===== src/rtl/traffic_lights_decoder_if.sv =====
// Lamp-line and recovered-phase bundle for traffic_lights_decoder.
// master drives the lamp lines; slave is the decoder.
interface traffic_lights_decoder_if;
   logic [0:2]  ld;
   logic [0:1]  state;
   logic        state_valid;
   logic        state_change;
   logic        seq_error;
   logic [15:0] dwell_count;

   modport master (
      output ld,
      input  state, state_valid, state_change, seq_error, dwell_count
   );

   modport slave (
      input  ld,
      output state, state_valid, state_change, seq_error, dwell_count
   );
endinterface


===== src/rtl/traffic_lights_decoder.sv =====
// Recovers the traffic-light phase from asynchronous lamp lines: sync, debounce, sequence FSM.
// Optional dwell counter is built only when TRAFFIC_LIGHTS_DECODER_DWELL_EN is defined.
module traffic_lights_decoder #(
   parameter int unsigned DEBOUNCE_CYCLES = 4
) (
   input logic                     clk,
   input logic                     rst,
   traffic_lights_decoder_if.slave bus
);

   typedef enum logic [2:0] {
      S_UNSYNC,
      S_GREEN,
      S_YELLOW1,
      S_RED,
      S_YELLOW2
   } fsm_t;

   typedef enum logic [1:0] {
      P_G,
      P_Y,
      P_R,
      P_X
   } pat_t;

   localparam logic [7:0] DB_MAX = 8'(DEBOUNCE_CYCLES);

   logic [0:2] sync1;
   logic [0:2] sync2;
   logic [0:2] db_last;
   logic [7:0] db_cnt;
   logic       acc_stb;
   pat_t       pat;
   fsm_t       fsm;
   fsm_t       fsm_nxt;
   logic       err_nxt;
   logic [0:1] state_q;
   logic       valid_q;
   logic       change_q;
   logic       err_q;

   // NOTE: every flop uses non-blocking assignment so all of them sample pre-edge values.
   always_ff @(posedge clk or posedge rst) begin
      if (rst) begin
         sync1 <= 3'b000;
         sync2 <= 3'b000;
      end else begin
         sync1 <= bus.ld;
         sync2 <= sync1;
      end
   end

   // Any change restarts the count; acc_stb fires once when the count first reaches DB_MAX.
   always_ff @(posedge clk or posedge rst) begin
      if (rst) begin
         db_last <= 3'b000;
         db_cnt  <= 8'd0;
         acc_stb <= 1'b0;
      end else if (sync2 != db_last) begin
         db_last <= sync2;
         db_cnt  <= 8'd1;
         acc_stb <= (DB_MAX == 8'd1);
      end else if (db_cnt < DB_MAX) begin
         db_cnt  <= db_cnt + 8'd1;
         acc_stb <= ((db_cnt + 8'd1) == DB_MAX);
      end else begin
         acc_stb <= 1'b0;
      end
   end

   // NOTE: each always_comb assigns its outputs a default first so no path infers a latch.
   always_comb begin
      pat = P_X;
      case (db_last)
         3'b100:  pat = P_G;
         3'b010:  pat = P_Y;
         3'b001:  pat = P_R;
         default: pat = P_X;
      endcase
   end

   function automatic fsm_t resync(input pat_t p);
      case (p)
         P_G:     return S_GREEN;
         P_R:     return S_RED;
         default: return S_UNSYNC;
      endcase
   endfunction

   function automatic logic [0:1] encode(input fsm_t s);
      case (s)
         S_YELLOW1: return 2'b01;
         S_YELLOW2: return 2'b10;
         S_RED:     return 2'b11;
         default:   return 2'b00;
      endcase
   endfunction

   always_comb begin
      fsm_nxt = fsm;
      err_nxt = 1'b0;
      if (acc_stb) begin
         case (fsm)
            S_UNSYNC: begin
               // Yellow alone cannot tell YELLOW1 from YELLOW2, so only G or R syncs.
               if (pat == P_G || pat == P_R) fsm_nxt = resync(pat);
            end
            S_GREEN: begin
               if (pat == P_Y) fsm_nxt = S_YELLOW1;
               else if (pat != P_G) begin
                  err_nxt = 1'b1;
                  fsm_nxt = resync(pat);
               end
            end
            S_YELLOW1: begin
               if (pat == P_R) fsm_nxt = S_RED;
               else if (pat != P_Y) begin
                  err_nxt = 1'b1;
                  fsm_nxt = resync(pat);
               end
            end
            S_RED: begin
               if (pat == P_Y) fsm_nxt = S_YELLOW2;
               else if (pat != P_R) begin
                  err_nxt = 1'b1;
                  fsm_nxt = resync(pat);
               end
            end
            S_YELLOW2: begin
               if (pat == P_G) fsm_nxt = S_GREEN;
               else if (pat != P_Y) begin
                  err_nxt = 1'b1;
                  fsm_nxt = resync(pat);
               end
            end
            default: fsm_nxt = S_UNSYNC;
         endcase
      end
   end

   always_ff @(posedge clk or posedge rst) begin
      if (rst) begin
         fsm      <= S_UNSYNC;
         state_q  <= 2'b00;
         valid_q  <= 1'b0;
         change_q <= 1'b0;
         err_q    <= 1'b0;
      end else begin
         fsm      <= fsm_nxt;
         state_q  <= encode(fsm_nxt);
         valid_q  <= (fsm_nxt != S_UNSYNC);
         change_q <= (fsm_nxt != fsm);
         err_q    <= err_nxt;
      end
   end

   assign bus.state        = state_q;
   assign bus.state_valid  = valid_q;
   assign bus.state_change = change_q;
   assign bus.seq_error    = err_q;

`ifdef TRAFFIC_LIGHTS_DECODER_DWELL_EN
   logic [15:0] dwell_q;

   always_ff @(posedge clk or posedge rst) begin
      if (rst) begin
         dwell_q <= 16'h0000;
      end else if (fsm_nxt != fsm) begin
         dwell_q <= 16'h0000;
      end else if (dwell_q != 16'hFFFF) begin
         dwell_q <= dwell_q + 16'h0001;
      end
   end

   assign bus.dwell_count = dwell_q;
`else
   assign bus.dwell_count = 16'h0000;
`endif

endmodule


===== src/flat_wrapper.sv =====
// flat-port wrapper written by rule: the top's interface ports become plain ports
module traffic_lights_decoder_flat 
#(
   parameter int unsigned DEBOUNCE_CYCLES = 4
)
  (clk, rst, bus_ld, bus_state, bus_state_valid, bus_state_change, bus_seq_error, bus_dwell_count);
  traffic_lights_decoder_if bus_i ();
  input logic clk;
  input logic rst;
  input wire logic [$bits(bus_i.ld)-1:0] bus_ld;
  output wire logic [$bits(bus_i.state)-1:0] bus_state;
  output wire logic [$bits(bus_i.state_valid)-1:0] bus_state_valid;
  output wire logic [$bits(bus_i.state_change)-1:0] bus_state_change;
  output wire logic [$bits(bus_i.seq_error)-1:0] bus_seq_error;
  output wire logic [$bits(bus_i.dwell_count)-1:0] bus_dwell_count;
  assign bus_i.ld = bus_ld;
  assign bus_state = bus_i.state;
  assign bus_state_valid = bus_i.state_valid;
  assign bus_state_change = bus_i.state_change;
  assign bus_seq_error = bus_i.seq_error;
  assign bus_dwell_count = bus_i.dwell_count;
  traffic_lights_decoder #(.DEBOUNCE_CYCLES(DEBOUNCE_CYCLES)) u_core (.clk(clk), .rst(rst), .bus(bus_i));
endmodule

===== config.mk =====
export PLATFORM = sky130hd
export DESIGN_NAME = traffic_lights_decoder_flat
export DESIGN_NICKNAME = d
export VERILOG_FILES = /design/src/rtl/traffic_lights_decoder_if.sv /design/src/rtl/traffic_lights_decoder.sv /design/src/flat_wrapper.sv
export SDC_FILE = /design/constraint.sdc
export NUM_CORES = 1
export LEC_CHECK = 0
export ABC_CLOCK_PERIOD_IN_PS = 2800
export BUFFER_PORTS_ARGS = -buffer_cell sky130_fd_sc_hd__buf_2
export CAP_MARGIN = 10
export CORE_MARGIN = 2
export CORE_UTILIZATION = 48
export DETAILED_ROUTE_END_ITERATION = 10
export GPL_TIMING_DRIVEN = 1
export PLACE_DENSITY = 0.72
export REMOVE_ABC_BUFFERS = 1
export SETUP_SLACK_MARGIN = 0.02
export SYNTH_ARGS = -nofsm -noshare
export SYNTH_HDL_FRONTEND = slang
export SYNTH_SLANG_ARGS = --single-unit

===== constraint.sdc =====
create_clock -name clk -period 2.8 [get_ports clk]
set_input_delay 0.56 -clock clk [delete_from_list [all_inputs] [get_ports clk]]
set_output_delay 0.56 -clock clk [all_outputs]
set_load 0.1 [all_outputs]

==> run metrics <==
detailed placer's ending HPWL 1920 um; YS warnings 0; Hold Path Stages 1; number of global-route vias before repair 1,010; RSZ-0062 raised after global routing no; max-slew violation count 0; number of flops mapped to enable cells by yosys 0; clk_lat worst skew 310 ps; Initial Utilization 49.2%; # IOs 26; HP Class in2reg; sequential fraction of the synthesis area 40.2%; CTS sink count 26; post-synthesis compound-gate area fraction 18.1%; Avg Vias per Cell 5.29; DRC viols 0; Nets 182; final wirelength 2560 um; CORE AREA 3280 um^2; period utilization 91.8%; XOR/XNOR Fraction of Synth Area 2.71%; Reg2Reg Depth 11; post_cts resized 0; Synth Area in Simple Gates 18.8%; Crit. End Element flip-flop; sequential share of power 44.7%; wire length of the first global-routing pass 4290 um; run status finished clean; Leak 0.766 nW; Comb pwr share 28.6%; DIE AREA 3850 um^2; kind of critical path reg2reg; IO buf count 9; ratio of cells with drive above 1 in the final layout 15.8%; vias 1,147; FMAX 0.389 GHz; H-tree levels 1; max cap viols 0; Tot GR Track Use 15.1%; peak supply drop 0.338 mV; ANT nets after route 0; Detailed Route Iter0 Violations 65; startpoint types flip-flop; pwr/cell area 547 nW/um^2; slowest CP cell dfrtp_1; commonest non-fill, non-tap cell in the layout dfrtp_1; mux share of post-synthesis cell area 1.86%; Clock power frac 26.7%; post-synthesis adder-cell area fraction 3.87%; setup_tns 0 ps; clk buf depth 2; worst slew pin tran 907 ps; Final min period 2570 ps; pin count of the biggest net entering global routing 27; routed len/inst 11.8 um; Root Buffer clkbuf_4; sw frac 35.5%; postcts setup bufs 0; initial antenna violation count 0; Placer Congestion 0.894; synth-to-layout area growth 3.79%; # rows 21; Netlist cell types 48; main combinational cell family by area after synthesis simple AND/OR/NAND/NOR gates; Net Switching 0.000326 W; worst-path cell chain buf_4 > nor2_1 > and2_1 > inv_1 > ha_1 > o21bai_1 > a22oi_2 > nor3b_1 > nor3_2 > o31ai_2 > mux2i_1; total grt overflow 0; Netlist Area Pre-Place 1620 um^2; crit-path max cell delay 420 ps; Setup Skew 8.64 ps; CTS Hold Bufs 0; Die H 62.0 um; top_reg_cell synth dfrtp_1; ys async rst share 100%; Final Hold Viols 0; post-synthesis sequential element count 26; Max FO, Critical Path 7; most frequent cells in the layout dfrtp_1, conb_1, nor2_1, inv_1, nand2_1; Hold Slack 341 ps; WP data arrival 2810 ps; CTS clk-pin slew, worst paths 130 ps; drt first pass iters 4; Antenna diodes 0; CTS tree done; total CTS buffers 3; Pint 0.000592 W; Synth Area per Inst 9.74 um^2; final setup violation count 0; post-synthesis instance total 166; die width 62.0 um; Slew Limit Headroom 39.4%; Worst EP required 3040 ps
[metrics by stage]
step | power, W | setup WS (ps) | cells | instance area, um^2 | util [%]
6_report | 0.000918 | 230 | 217 | 1680 | 51.1
5_1_grt | 0.000967 | 18.9 | 217 | 1680 | 51.1
2_1_floorplan | 0.000641 | 250 | 154 | 1480 | -
3_3_place_gp | 0.000672 | 331 | 213 | 1610 | 49.1
3_5_place_dp | 0.000677 | 200 | 213 | 1610 | 49.1
4_1_cts | 0.000928 | 174 | 217 | 1670 | 50.7
[registers in the layout (all words and copies together), names as in the netlist]
| signal | cells |
|---|---|
| u_core.bus.seq_error | 1 |
| u_core.bus.state | 2 |
| u_core.sync1 | 3 |
| u_core.fsm | 3 |
| u_core.sync2 | 3 |
| u_core.acc_stb | 1 |
| u_core.db_cnt | 8 |
| u_core.bus.state_valid | 1 |
| u_core.bus.state_change | 1 |
| u_core.db_last | 3 |
[synthesized netlist by cell type, drive strengths merged (2+ instances only)]
cell,count,area [um^2]
o21bai,3,33.8
nor3,3,20.0
nor2,11,43.8
dfrtp,26,651
a21oi,9,56.3
o32ai,3,33.8
nand3,2,10.0
inv,10,37.5
o311ai,2,25.0
nand2b,6,37.5
o211ai,2,15.0
mux2i,3,30.0
a31oi,3,18.8
o21ai,3,15.0
nand2,10,37.5
buf,20,165
nor2b,7,51.3
ha,5,62.6
nand3b,2,15.0
clkbuf,7,26.3
and2,6,37.5
xor2,4,35.0
nor4,2,12.5
o31ai,2,20.0
a22oi,3,32.5
[path summary, 6_finish.rpt]
| kind | endpoint | from | slack (ps) |
|---|---|---|---|
| worst max-delay path | u_core.bus.state[0] | u_core.db_last[2] | 230 |
| worst min-delay path | u_core.sync1[1] | bus_ld[1] | 340 |
| worst max register to register | u_core.bus.state[0] | u_core.db_last[2] | 230 |
| worst min register to register | u_core.sync2[1] | u_core.sync1[1] | 360 |
| max in group asynchronous | u_core.bus.state_change | rst | 1820 |
| min in group asynchronous | u_core.db_cnt[3] | rst | 420 |
[cell type report]
type | instances | area (um^2)
fillers | 296 | 1610
multi-input cells | 118 | 805
flip-flops and latches | 26 | 651
repair buffers | 13 | 75.1
well taps | 46 | 57.6
inverters | 10 | 37.5
clock inverters | 1 | 30.0
clock buffers | 3 | 22.5
[cells by family after synthesis]
| logic type | Yosys count |
|---|---|
| muxes | 3 |
| xor gates and xnor gates | 5 |
| buffers and inverters | 37 |
| other | 1 |
| adders and majority gates | 5 |
| DFF | 26 |
| and+or+nand+nor | 54 |
| AOI/OAI and AO/OA | 35 |
[per-layer routing]
metal  vias to the layer above  share of wire, %  track usage, %
met3                         4               4.3            1.86
met2                        37                54            24.3
met5                         -                 0               0
met1                       557                41            19.6
met4                         0               1.5            8.51
li1                        549                 -               -
[power groups by stage]
stage / clock (W) / combinational (W) / sequential (W)
2_1_floorplan: 0 / 0.000183 / 0.000458
4_1_cts: 0.000258 / 0.000259 / 0.000411
3_3_place_gp: 0 / 0.000255 / 0.000417
6_report: 0.000245 / 0.000262 / 0.000411
3_5_place_dp: 0 / 0.000259 / 0.000418
5_1_grt: 0.000269 / 0.000284 / 0.000414
[critical path: cells and delay by family, from the launching register on]
family	cells	cell delay, ps
buffers and inverters	2	250
AO/OA/AOI/OAI	3	720
AND/OR/NAND/NOR	4	590
flip-flops	1	420
multiplexers	1	220
adder cells (fa/ha/maj)	1	280
(Power assumes the default switching activity.)
